File: src/rtl/mem_port_arbiter.sv
// Shares one RAM data port: CPU strict priority, VGA/IO round-robin; ARB_STARVE_GUARD_EN adds a VGA/IO starvation override.
// Grant and RAM strobes one cycle after request sampling, read data two cycles after grant; requesters hold req until gnt.
module mem_port_arbiter #(
   parameter int WIDTH        = 16,
   parameter int ADDR_W       = 16,
   parameter int STARVE_LIMIT = 8
) (
   input  logic              clk,
   input  logic              rst,
   input  logic              cpu_req,
   input  logic              cpu_we,
   input  logic [ADDR_W-1:0] cpu_adr,
   input  logic [WIDTH-1:0]  cpu_wdata,
   output logic              cpu_gnt,
   output logic              cpu_rvalid,
   input  logic              vga_req,
   input  logic [ADDR_W-1:0] vga_adr,
   output logic              vga_gnt,
   output logic              vga_rvalid,
   input  logic              io_req,
   input  logic              io_we,
   input  logic [ADDR_W-1:0] io_adr,
   input  logic [WIDTH-1:0]  io_wdata,
   output logic              io_gnt,
   output logic              io_rvalid,
   output logic [WIDTH-1:0]  rdata,
   output logic [ADDR_W-1:0] mem_adr,
   output logic [WIDTH-1:0]  mem_wdata,
   output logic              mem_we,
   output logic              mem_re,
   input  logic [WIDTH-1:0]  mem_rdata
);

   logic       w_sel_cpu;
   logic       w_sel_vga;
   logic       w_sel_io;
   logic       w_rr_vga;
   logic       r_ptr_io;
   logic [2:0] r_tag_iss;
   logic [2:0] r_tag_ram;

   // Round-robin winner among VGA/IO when the CPU does not take the slot.
   assign w_rr_vga = vga_req && (!io_req || !r_ptr_io);

`ifdef ARB_STARVE_GUARD_EN
   localparam int              CNT_W = $clog2(STARVE_LIMIT + 1);
   localparam logic [CNT_W-1:0] LIMIT = CNT_W'(STARVE_LIMIT);

   logic [CNT_W-1:0] r_vga_wait;
   logic [CNT_W-1:0] r_io_wait;
   logic             w_vga_starved;
   logic             w_io_starved;

   assign w_vga_starved = vga_req && (r_vga_wait == LIMIT);
   assign w_io_starved  = io_req  && (r_io_wait  == LIMIT);

   always_comb begin
      w_sel_cpu = 1'b0;
      w_sel_vga = 1'b0;
      w_sel_io  = 1'b0;
      if (w_vga_starved && w_io_starved) begin
         w_sel_vga = !r_ptr_io;
         w_sel_io  = r_ptr_io;
      end else if (w_vga_starved) begin
         w_sel_vga = 1'b1;
      end else if (w_io_starved) begin
         w_sel_io = 1'b1;
      end else if (cpu_req) begin
         w_sel_cpu = 1'b1;
      end else if (vga_req || io_req) begin
         w_sel_vga = w_rr_vga;
         w_sel_io  = !w_rr_vga;
      end
   end

   // Any VGA/IO grant hands fairness back to the round-robin, so both waits restart.
   always_ff @(posedge clk or negedge rst) begin
      if (!rst) begin
         r_vga_wait <= '0;
         r_io_wait  <= '0;
      end else if (w_sel_vga || w_sel_io) begin
         r_vga_wait <= '0;
         r_io_wait  <= '0;
      end else begin
         r_vga_wait <= !vga_req ? '0 : (r_vga_wait == LIMIT) ? LIMIT : r_vga_wait + CNT_W'(1);
         r_io_wait  <= !io_req  ? '0 : (r_io_wait  == LIMIT) ? LIMIT : r_io_wait  + CNT_W'(1);
      end
   end
`else
   always_comb begin
      w_sel_cpu = 1'b0;
      w_sel_vga = 1'b0;
      w_sel_io  = 1'b0;
      if (cpu_req) begin
         w_sel_cpu = 1'b1;
      end else if (vga_req || io_req) begin
         w_sel_vga = w_rr_vga;
         w_sel_io  = !w_rr_vga;
      end
   end
`endif

   always_ff @(posedge clk or negedge rst) begin
      if (!rst) begin
         cpu_gnt    <= 1'b0;
         vga_gnt    <= 1'b0;
         io_gnt     <= 1'b0;
         mem_we     <= 1'b0;
         mem_re     <= 1'b0;
         mem_adr    <= '0;
         mem_wdata  <= '0;
         r_ptr_io   <= 1'b0;
         r_tag_iss  <= '0;
         r_tag_ram  <= '0;
         cpu_rvalid <= 1'b0;
         vga_rvalid <= 1'b0;
         io_rvalid  <= 1'b0;
         rdata      <= '0;
      end else begin
         cpu_gnt <= w_sel_cpu;
         vga_gnt <= w_sel_vga;
         io_gnt  <= w_sel_io;
         mem_we  <= (w_sel_cpu && cpu_we) || (w_sel_io && io_we);
         mem_re  <= (w_sel_cpu && !cpu_we) || w_sel_vga || (w_sel_io && !io_we);
         if (w_sel_cpu) begin
            mem_adr   <= cpu_adr;
            mem_wdata <= cpu_wdata;
         end else if (w_sel_vga) begin
            mem_adr <= vga_adr;
         end else if (w_sel_io) begin
            mem_adr   <= io_adr;
            mem_wdata <= io_wdata;
         end
         if (w_sel_vga || w_sel_io) begin
            r_ptr_io <= !r_ptr_io;
         end
         // Read-owner tags {io, vga, cpu}: issue stage, then RAM stage, then return.
         r_tag_iss <= {w_sel_io && !io_we, w_sel_vga, w_sel_cpu && !cpu_we};
         r_tag_ram <= r_tag_iss;
         cpu_rvalid <= r_tag_ram[0];
         vga_rvalid <= r_tag_ram[1];
         io_rvalid  <= r_tag_ram[2];
         if (|r_tag_ram) begin
            rdata <= mem_rdata;
         end
      end
   end

endmodule

File: config.mk
export PLATFORM = sky130hd
export DESIGN_NAME = mem_port_arbiter
export DESIGN_NICKNAME = d
export VERILOG_FILES = /design/src/rtl/mem_port_arbiter.sv
export SDC_FILE = /design/constraint.sdc
export NUM_CORES = 1
export LEC_CHECK = 0
export CORE_MARGIN = 2
export CORE_UTILIZATION = 42
export DETAILED_ROUTE_END_ITERATION = 8
export GPL_TIMING_DRIVEN = 0
export PLACE_DENSITY = 0.86
export SLEW_MARGIN = 25
export SYNTH_ARGS = -nofsm -noshare
export SYNTH_HDL_FRONTEND = slang
export SYNTH_SLANG_ARGS = --single-unit
File: constraint.sdc
create_clock -name clk -period 3.3 [get_ports clk]
set_input_delay 0.495 -clock clk [delete_from_list [all_inputs] [get_ports clk]]
set_output_delay 0.495 -clock clk [all_outputs]
set_load 0.01 [all_outputs]
==> results.md, run 1 <==
* Outcome: complete, no violations
* Launching point of the worst reg2reg path: r_tag_ram[1]
* Flop-to-flop setup slack at 1680 ps
* Cell internal pwr at 1.69 mW
* Grt ovf at 0
* DR vias/cell at 4.86
* Max-cap viol count at 0
* CTS Buf Count at 9
* Most frequent cells in the layout: clkdlybuf4s50_1 (157), dfrtp_1 (62), mux2_2 (38)
* Initial DRT Pass Iterations at 4
* Worst slack at placement at 1170 ps
* End of the critical path: mem_wdata[9]
* Hold WS at 69.0 ps
* Register area share after synthesis at 0.537
* Req. time, crit path at 3500 ps
* Root Driver: clkbuf_8
* Antenna violations before repair at 0
* H-tree depth at 3
* # hold bufs at CTS at 0
* Average cell area after synthesis at 13.9 um^2
* Leakage power at 2.06 nW
* Worst r2r path cells at 3
* Nets at 481
* Core area at 6720 um^2
* TritonCTS clock tree: yes
* Least-Margin Pin Slew at 526 ps
* CP startpoint kind: primary input
* Die Span X at 86.9 um
* Hold crit path type: primary input to asynchronous set/reset pin
* Die Y at 86.9 um
* Data arrival, critical path at 2010 ps
* Gpl congestion at 0.712
* CTS Sinks at 62
* Area Overhead vs Synth at 65.2%
* Post-synth EDFFs at 0
* Final hold violation count at 0
* Syn. warnings at 0
* Port Buffer Count at 158
* Ant. Diodes at 0
* Ys async rst share at 1.00
* Most common cell after layout, fill and taps aside: clkdlybuf4s50_1
* Cell Pwr Density at 478 nW/um^2
* Crit. End Element: flip-flop
* Worst r2r dst: rdata[9]
* Logic pwr share at 0.315
* Top Ports at 159
* Clk pwr share at 0.274
* Net count after synthesis at 311
* Largest net degree at the start of global routing at 39
* Ys flop type: dfrtp_1
* Final min period at 1800 ps
* Critical path launch point: cpu_req
* Clock latency at the later pin of the worst-skew pair at 320 ps
* Switching share of power at 0.261
* Final core occ at 0.710
* Post-route ant nets at 0
* Post-DP HPWL at 5640 um
* Remaining DRCs at 0
* F_max at 554 MHz
* Vias in the first global route at 2449
* NetSw at 0.595 mW
* Post-CTS Resized at 0
* First-pass GRT wire length at 11800 um
* Final wirelength at 7110 um
* CP Class: primary input to flip-flop
* Layout cells sized above 1 at 0.235
* Netlist Area Pre-Place at 2890 um^2
* CTS Buffer Depth at 2
* Max_slew headroom at 0.648
* Placement Rows at 30
* Final critical-path share of the clock period at 0.547
* Post-DR wirelength/cell at 15.4 um
* RSZ-0062 raised after global routing: false
* Register share of total power at 0.411
* Max Clock Skew at 3.73 ps
* Worst vdd ir at 0.000287 V
* Clk slew on worst S/H paths at 70 ps
* Final setup vio count at 0
* Starting DRC count in detailed routing at 27
* Post-CTS Setup Bufs at 0
* Final WS setup at 1500 ps
* Flip-flop and latch count after synthesis at 62
* Synth unique cells at 30
* Post-Synthesis Cells at 208
* Crit path max fanout at 10
* Final Max Tran Viols at 0
* Via count at 2252
* Initial core utilization at 0.430
* Total GRT Usage at 0.202
* Die area at 7550 um^2
==> per-layer routing <==
metal,wire length (um),vias to the layer above,track usage
li1,-,1083,-
met1,2710,1068,0.238
met2,3760,85,0.352
met3,497,16,0.0512
met4,147,0,0.0795
met5,0,-,0
==> metrics by stage <==
stage	TNS [ps]	area, um^2	std cells	total power, mW
3_3_place_gp	-9520	4570	446	1.66
4_1_cts	0	4770	463	2.31
6_report	0	4770	463	2.28
3_5_place_dp	0	4590	447	1.68
5_1_grt	0	4770	463	2.40
2_1_floorplan	0	2890	208	1.27
==> cells in the mapped netlist, types with 2 or more instances <==
cell / number / share of area
a21oi_1: 3 / 0.0052
o311ai_1: 3 / 0.0091
dfrtp_1: 62 / 0.54
nor4b_1: 3 / 0.0091
nor3_1: 13 / 0.023
mux2_4: 10 / 0.052
nor2_1: 2 / 0.0026
buf_4: 4 / 0.010
nand3_1: 3 / 0.0052
a221oi_2: 11 / 0.057
mux2i_1: 13 / 0.045
buf_2: 4 / 0.0069
nand2_1: 2 / 0.0026
mux2_2: 38 / 0.15
inv_1: 18 / 0.023
buf_6: 4 / 0.016
a221oi_1: 2 / 0.0061
==> final cells by class <==
cell class	count	area, um^2
fillers	513	1950
repair buffers	159	1600
inverters	18	67.6
multi-input cells	113	1130
flip-flops and latches	62	1550
clock buffers	12	135
clock inverters	4	47.5
plain buffers	15	134
well taps	80	100
==> critical path, stage by stage <==
cell	delay, ps
clkdlybuf4s50_1	500
buf_4	190
buf_4	200
mux2_2	350
mux2_4	270
==> worst min path at each step <==
| stage | cells past startpoint | start | to |
|---|---|---|---|
| finish | 1 | rst | mem_wdata[13] |
| global route | 1 | rst | mem_wdata[13] |
| CTS | 1 | rst | mem_wdata[14] |
| detailed placement | 0 | r_tag_iss[0] | r_tag_ram[0] |
| global placement | 0 | r_tag_iss[2] | r_tag_ram[2] |
| floorplan | 0 | rst | cpu_gnt |
==> kinds of logic (layout without fill, tap and decap cells) <==
family	count (synthesis)	in the layout	synth area share
AND/OR/NAND/NOR	27	27	0.0520
AO/OA/AOI/OAI	24	24	0.0923
XOR/XNOR	1	1	0.00303
flip-flops	62	62	0.537
multiplexers	61	61	0.245
buffers and inverters	33	208	0.0698
==> power groups by stage <==
stage               clock, mW  combinational, mW  sequential (mW)
global route            0.678              0.769            0.953
finish                  0.626              0.718            0.937
global placement            0              0.711            0.945
CTS                     0.642              0.730            0.938
detailed placement          0              0.728            0.950
floorplan                   0              0.269            0.997
==> state kept, by name, summed over array words and instances (netlist names) <==
name        count
cpu_gnt         1
r_tag_iss       3
r_tag_ram       3
mem_we          1
mem_wdata      16
io_rvalid       1
mem_re          1
io_gnt          1
r_ptr_io        1
cpu_rvalid      1
mem_adr        16
vga_rvalid      1
rdata          16
No activity file was read; power rests on OpenSTA's default activity.
==> run 2, diff against run 1 <==
--- a/config.mk
+++ b/config.mk
@@ -6,10 +6,10 @@
 export NUM_CORES = 1
 export LEC_CHECK = 0
 export CORE_MARGIN = 2
-export CORE_UTILIZATION = 42
+export CORE_UTILIZATION = 35
 export DETAILED_ROUTE_END_ITERATION = 8
 export GPL_TIMING_DRIVEN = 0
-export PLACE_DENSITY = 0.86
+export PLACE_DENSITY = 0.77
 export SLEW_MARGIN = 25
 export SYNTH_ARGS = -nofsm -noshare
 export SYNTH_HDL_FRONTEND = slang
==> constraint.sdc (replaced) <==
create_clock -name clk -period 1.6 [get_ports clk]
set_input_delay 0.24 -clock clk [delete_from_list [all_inputs] [get_ports clk]]
set_output_delay 0.24 -clock clk [all_outputs]
set_load 0.01 [all_outputs]
==> run 2 against run 1 <==
Compared with the run above:
- clock skew is 1.4 ps higher
- sequential share of layout area decreased by 0.67 points
- via count rose by 1.4%
- global-route usage is 3.8 points lower
- wire length decreased by 0.82%
- setup slack lost 1400 ps
- non-clock buffer count grew 1
- die area rose by 19%
- final cell count rose by 5.6%
- clock power rose by 140%
- critical path type unchanged
- critical endpoint is now mem_adr[13]
- largest cell class unchanged
- largest power group unchanged
==> results.md, run 2 (synthesis gave the netlist of run 1 again) <==
* Outcome: complete, no violations
* First-pass GRT wire length at 11400 um
* F_max at 653 MHz
* Die area at 8990 um^2
* Initial core utilization at 0.357
* Remaining DRCs at 0
* Leakage power at 2.09 nW
* Final Max Tran Viols at 0
* Data arrival, critical path at 1760 ps
* Final wirelength at 7050 um
* RSZ-0062 raised after global routing: false
* Total GRT Usage at 0.164
* Clock latency at the later pin of the worst-skew pair at 330 ps
* Ant. Diodes at 0
* Final min period at 1530 ps
* Gpl congestion at 0.737
* Final hold violation count at 0
* Max-cap viol count at 0
* CTS Sinks at 62
* Root Driver: clkbuf_8
* Grt ovf at 0
* Finished Layout Cells at 489
* Least-Margin Pin Slew at 370 ps
* Largest net degree at the start of global routing at 38
* Worst Hold Path Cells at 0
* Post-route ant nets at 0
* Clk slew on worst S/H paths at 70 ps
* Layout cells sized above 1 at 0.247
* Initial DRT Pass Iterations at 4
* Setup TNS at 0 ps
* CP Class: primary input to flip-flop
* Slowest stage delay, CP at 610 ps
* Cell Pwr Density at 1010 nW/um^2
* Final critical-path share of the clock period at 0.957
* Post-DR wirelength/cell at 14.4 um
* Crit. End Element: flip-flop
* Final-layout fill cell count at 687
* Final core occ at 0.602
* Hold crit path type: flip-flop to flip-flop
* CP startpoint kind: primary input
* Req. time, crit path at 1830 ps
* Starting DRC count in detailed routing at 58
* Max_slew headroom at 0.753
* Post-DP HPWL at 5530 um
* Crit path max fanout at 10
* Worst r2r path cells at 3
* Placement Rows at 33
* Max Clock Skew at 5.10 ps
* Nets at 482
* CTS Buf Count at 9
* Worst vdd ir at 0.000646 V
* Register area at 1550 um^2
* Core area at 8090 um^2
* TritonCTS clock tree: yes
* H-tree depth at 3
* Multi-input gate area at 1140 um^2
* CTS Buffer Depth at 2
* Top Ports at 159
* Die Span X at 94.8 um
* Via count at 2283
* Final setup vio count at 0
* Biggest regs: mem_adr: 16 flops, mem_wdata: 16 flops, rdata: 16 flops
* Dpl cells at 472
* Critical-path top delay cell: clkdlybuf4s50_1
* Vias in the first global route at 2375
* Antenna violations before repair at 0
* Area Overhead vs Synth at 68.7%
* Most frequent cells in the layout: clkdlybuf4s50_1 (157), dfrtp_1 (62), mux2_2 (38)
* Die Y at 94.8 um
* Crit path cell chain: clkdlybuf4s50_1 -> a21bo_1 -> buf_6 -> buf_8 -> mux2i_1 -> a221oi_2
* Port Buffer Count at 158
* Most common cell after layout, fill and taps aside: clkdlybuf4s50_1
* DR vias/cell at 4.67
==> run 2: report_power, final <==
group / switching (mW) / total, mW / internal, mW
Sequential: 0.122 / 1.93 / 1.81
Combinational: 0.526 / 1.49 / 0.959
Clock: 0.602 / 1.52 / 0.913
==> run 2: repair_timing <==
action                                  4_1_cts  5_1_grt
endpoints found under the hold margin        25        0
setup buffers                                 0        0
endpoints found under the setup margin       10        8
cloned                                        0        0
hold buffers                                  1        0
gates resized for setup                       1        5
==> run 2: critical path: cells and delay by family <==
| family | cells | cell delay, ps |
|---|---|---|
| compound gates | 2 | 500 |
| mux | 1 | 130 |
| buf+inv | 3 | 880 |
==> run 2: stage by stage <==
step / power, mW / cell area [um^2] / setup WS (ps) / hold slack, ps
2_1_floorplan: 2.61 / 2890 / 157 / -55.6
3_3_place_gp: 3.42 / 4600 / -1730 / 338
3_5_place_dp: 3.46 / 4620 / -320 / 181
4_1_cts: 5.01 / 4860 / 39.3 / 347
5_1_grt: 5.21 / 4870 / 13.1 / 364
6_report: 4.93 / 4870 / 68.7 / 349
==> run 2: per-layer routing <==
| metal | wire, um | up-vias | GRT usage |
|---|---|---|---|
| met5 | 0 | - | 0 |
| met4 | 41 | 0 | 0.0290 |
| met3 | 630 | 4 | 0.0766 |
| met2 | 3650 | 91 | 0.290 |
| met1 | 2730 | 1095 | 0.183 |
| li1 | - | 1093 | - |
==> run 2: final cells by class <==
class	count	area share
repair buffers	160	0.331
well taps	105	0.0270
inverters	18	0.0139
plain buffers	15	0.0290
flip-flops and latches	62	0.319
multi-input cells	113	0.235
clock buffers	10	0.0283
clock inverters	6	0.0175
==> run 2: path summary, 6_finish.rpt <==
path,slack (ps),start,endpoint
max,70,vga_req,mem_adr[13]
min,350,r_tag_iss[0],r_tag_ram[0]
max reg2reg,110,r_tag_ram[1],rdata[8]
min reg2reg,350,r_tag_iss[0],r_tag_ram[0]
max in group asynchronous,710,rst,mem_we
min in group asynchronous,380,rst,rdata[8]
==> run 3, diff against run 2 <==
--- a/config.mk
+++ b/config.mk
@@ -5,7 +5,7 @@
 export SDC_FILE = /design/constraint.sdc
 export NUM_CORES = 1
 export LEC_CHECK = 0
-export CORE_MARGIN = 2
+export CORE_MARGIN = 10
 export CORE_UTILIZATION = 35
 export DETAILED_ROUTE_END_ITERATION = 8
 export GPL_TIMING_DRIVEN = 0
==> run 3 against run 2 <==
Compared with the run above:
- highest routed layer unchanged
- global-route usage down 3.1 points
- largest power group unchanged
- flip-flop and latch count unchanged
- design area down 0.93%
- count of clock-buffer cells in the layout up 1
- non-clock buffer count unchanged
- combinational power about the same
- sequential share of layout area up 0.30 points
- die area up 37%
- clock skew up 4.9 ps
- sequential power about the same
==> results.md, run 3 (synthesis gave the netlist of run 1 again) <==
* Max-cap viol count at 0
* Hold crit path type: primary input to asynchronous set/reset pin
* Worst r2r dst: rdata[12]
* Launching point of the worst reg2reg path: r_tag_ram[1]
* Worst slack at placement at -328 ps
* Remaining DRCs at 0
* Post-route ant nets at 0
* Starting DRC count in detailed routing at 45
* Cell Pwr Density at 965 nW/um^2
* First-pass GRT wire length at 13500 um
* Layout cells sized above 1 at 0.240
* Final wirelength at 8490 um
* CTS Sinks at 62
* CTS Buf Count at 9
* Crit. End Element: flip-flop
* Final Max Tran Viols at 0
* Via count at 2292
* F_max at 650 MHz
* Final-layout fill cell count at 682
* Area Overhead vs Synth at 67.1%
* Vias in the first global route at 2533
* NetSw at 1.25 mW
* Least-Margin Pin Slew at 460 ps
* Biggest regs: mem_adr: 16 flops, mem_wdata: 16 flops, rdata: 16 flops
* H-tree depth at 3
* Most common cell after layout, fill and taps aside: clkdlybuf4s50_1
* Port Buffer Count at 158
* Switching share of power at 0.270
* Data arrival, critical path at 1740 ps
* CTS Buffer Depth at 2
* RSZ-0062 raised after global routing: false
* Clk slew on worst S/H paths at 80 ps
* Final critical-path share of the clock period at 0.962
* Finished Layout Cells at 488
* Multi-input gate area at 1140 um^2
* Die area at 12300 um^2
* Core area at 8130 um^2
* Post-DP HPWL at 6880 um
* CP Class: primary input to flip-flop
* Crit path max fanout at 10
* Root Driver: clkbuf_8
* Clk pwr share at 0.260
* Nets at 482
* Register share of total power at 0.415
* Largest net degree at the start of global routing at 47
* CP startpoint kind: primary input
* Gpl congestion at 0.746
* Initial DRT Pass Iterations at 4
* Worst r2r path cells at 3
* Die Y at 111 um
* Cell internal pwr at 3.40 mW
* Top Ports at 159
* Post-DR wirelength/cell at 17.4 um
* Grt ovf at 0
* TritonCTS clock tree: yes
* Outcome: complete, no violations
* Clock latency at the later pin of the worst-skew pair at 330 ps
* Final WS setup at 60.8 ps
* Initial core utilization at 0.355
* Register area at 1550 um^2
* Placement Rows at 33
* Total Power at 4.65 mW
* Max Clock Skew at 9.95 ps
* Final min period at 1540 ps
* Final core occ at 0.593
* Die Span X at 111 um
* Max_slew headroom at 0.693
* Worst vdd ir at 0.000388 V
* Req. time, crit path at 1800 ps
* Ant. Diodes at 0
* Flop-to-flop setup slack at 90 ps
* Leakage power at 2.07 nW
* Logic pwr share at 0.324
* Total GRT Usage at 0.133
* Final hold violation count at 0
* Dpl cells at 472
* Most frequent cells in the layout: clkdlybuf4s50_1 (157), dfrtp_1 (62), mux2_2 (38)
* Antenna violations before repair at 0
* Final setup vio count at 0
* Post-CTS Setup Bufs at 0
* DR vias/cell at 4.70
==> run 3: worst max-delay path, stage by stage <==
cell	delay, ps
clkdlybuf4s50_1	510
buf_4	210
buf_6	170
mux2_2	350
mux2_4	260
==> run 3: how the worst max path moves through the flow <==
stage                      start           end
finish                   cpu_req  mem_wdata[8]
global route             cpu_req    mem_adr[0]
CTS                      cpu_req  mem_wdata[8]
detailed placement       cpu_req  mem_wdata[8]
global placement             rst  mem_wdata[2]
floorplan           r_tag_ram[1]     rdata[10]
==> run 3: repair_timing <==
action / in CTS / in global routing
hold buffers: 1 / 0
gates resized for setup: 1 / 3
pin swaps: 0 / 0
endpoints found under the hold margin: 16 / 0
endpoints found under the setup margin: 10 / 10
==> run 3: cell type report <==
class | count | share of cell area
Buffer | 15 | 0.0296
Clock buffer | 11 | 0.0314
Clock inverter | 4 | 0.00467
Inverter | 18 | 0.0140
Multi-Input combinational cell | 113 | 0.236
Sequential cell | 62 | 0.322
Tap cell | 105 | 0.0272
Timing Repair Buffer | 160 | 0.335
==> run 3: power by group through the flow <==
stage	logic, mW	clock network (mW)	registers (mW)
after floorplan	0.555	0	2.06
after global placement	1.50	0	1.94
after detailed placement	1.53	0	1.96
after CTS	1.54	1.25	1.93
after global routing	1.61	1.33	1.96
final	1.51	1.21	1.93
==> run 3: stage by stage <==
step / cell area, um^2 / hold slack, ps / TNS (ps)
floorplan: 2890 / -55.6 / 0
global placement: 4600 / 343 / -116190
detailed placement: 4620 / 135 / -8030
CTS: 4810 / 345 / 0
global route: 4820 / 345 / 0
finish: 4820 / 344 / 0
==> run 3: per-layer routing <==
metal / wire [um] / global-route usage / vias to the layer above
li1: - / - / 1085
met2: 4190 / 0.215 / 89
met5: 0 / 0 / -
met4: 38 / 0.0339 / 0
met3: 818 / 0.0628 / 4
met1: 3450 / 0.154 / 1114
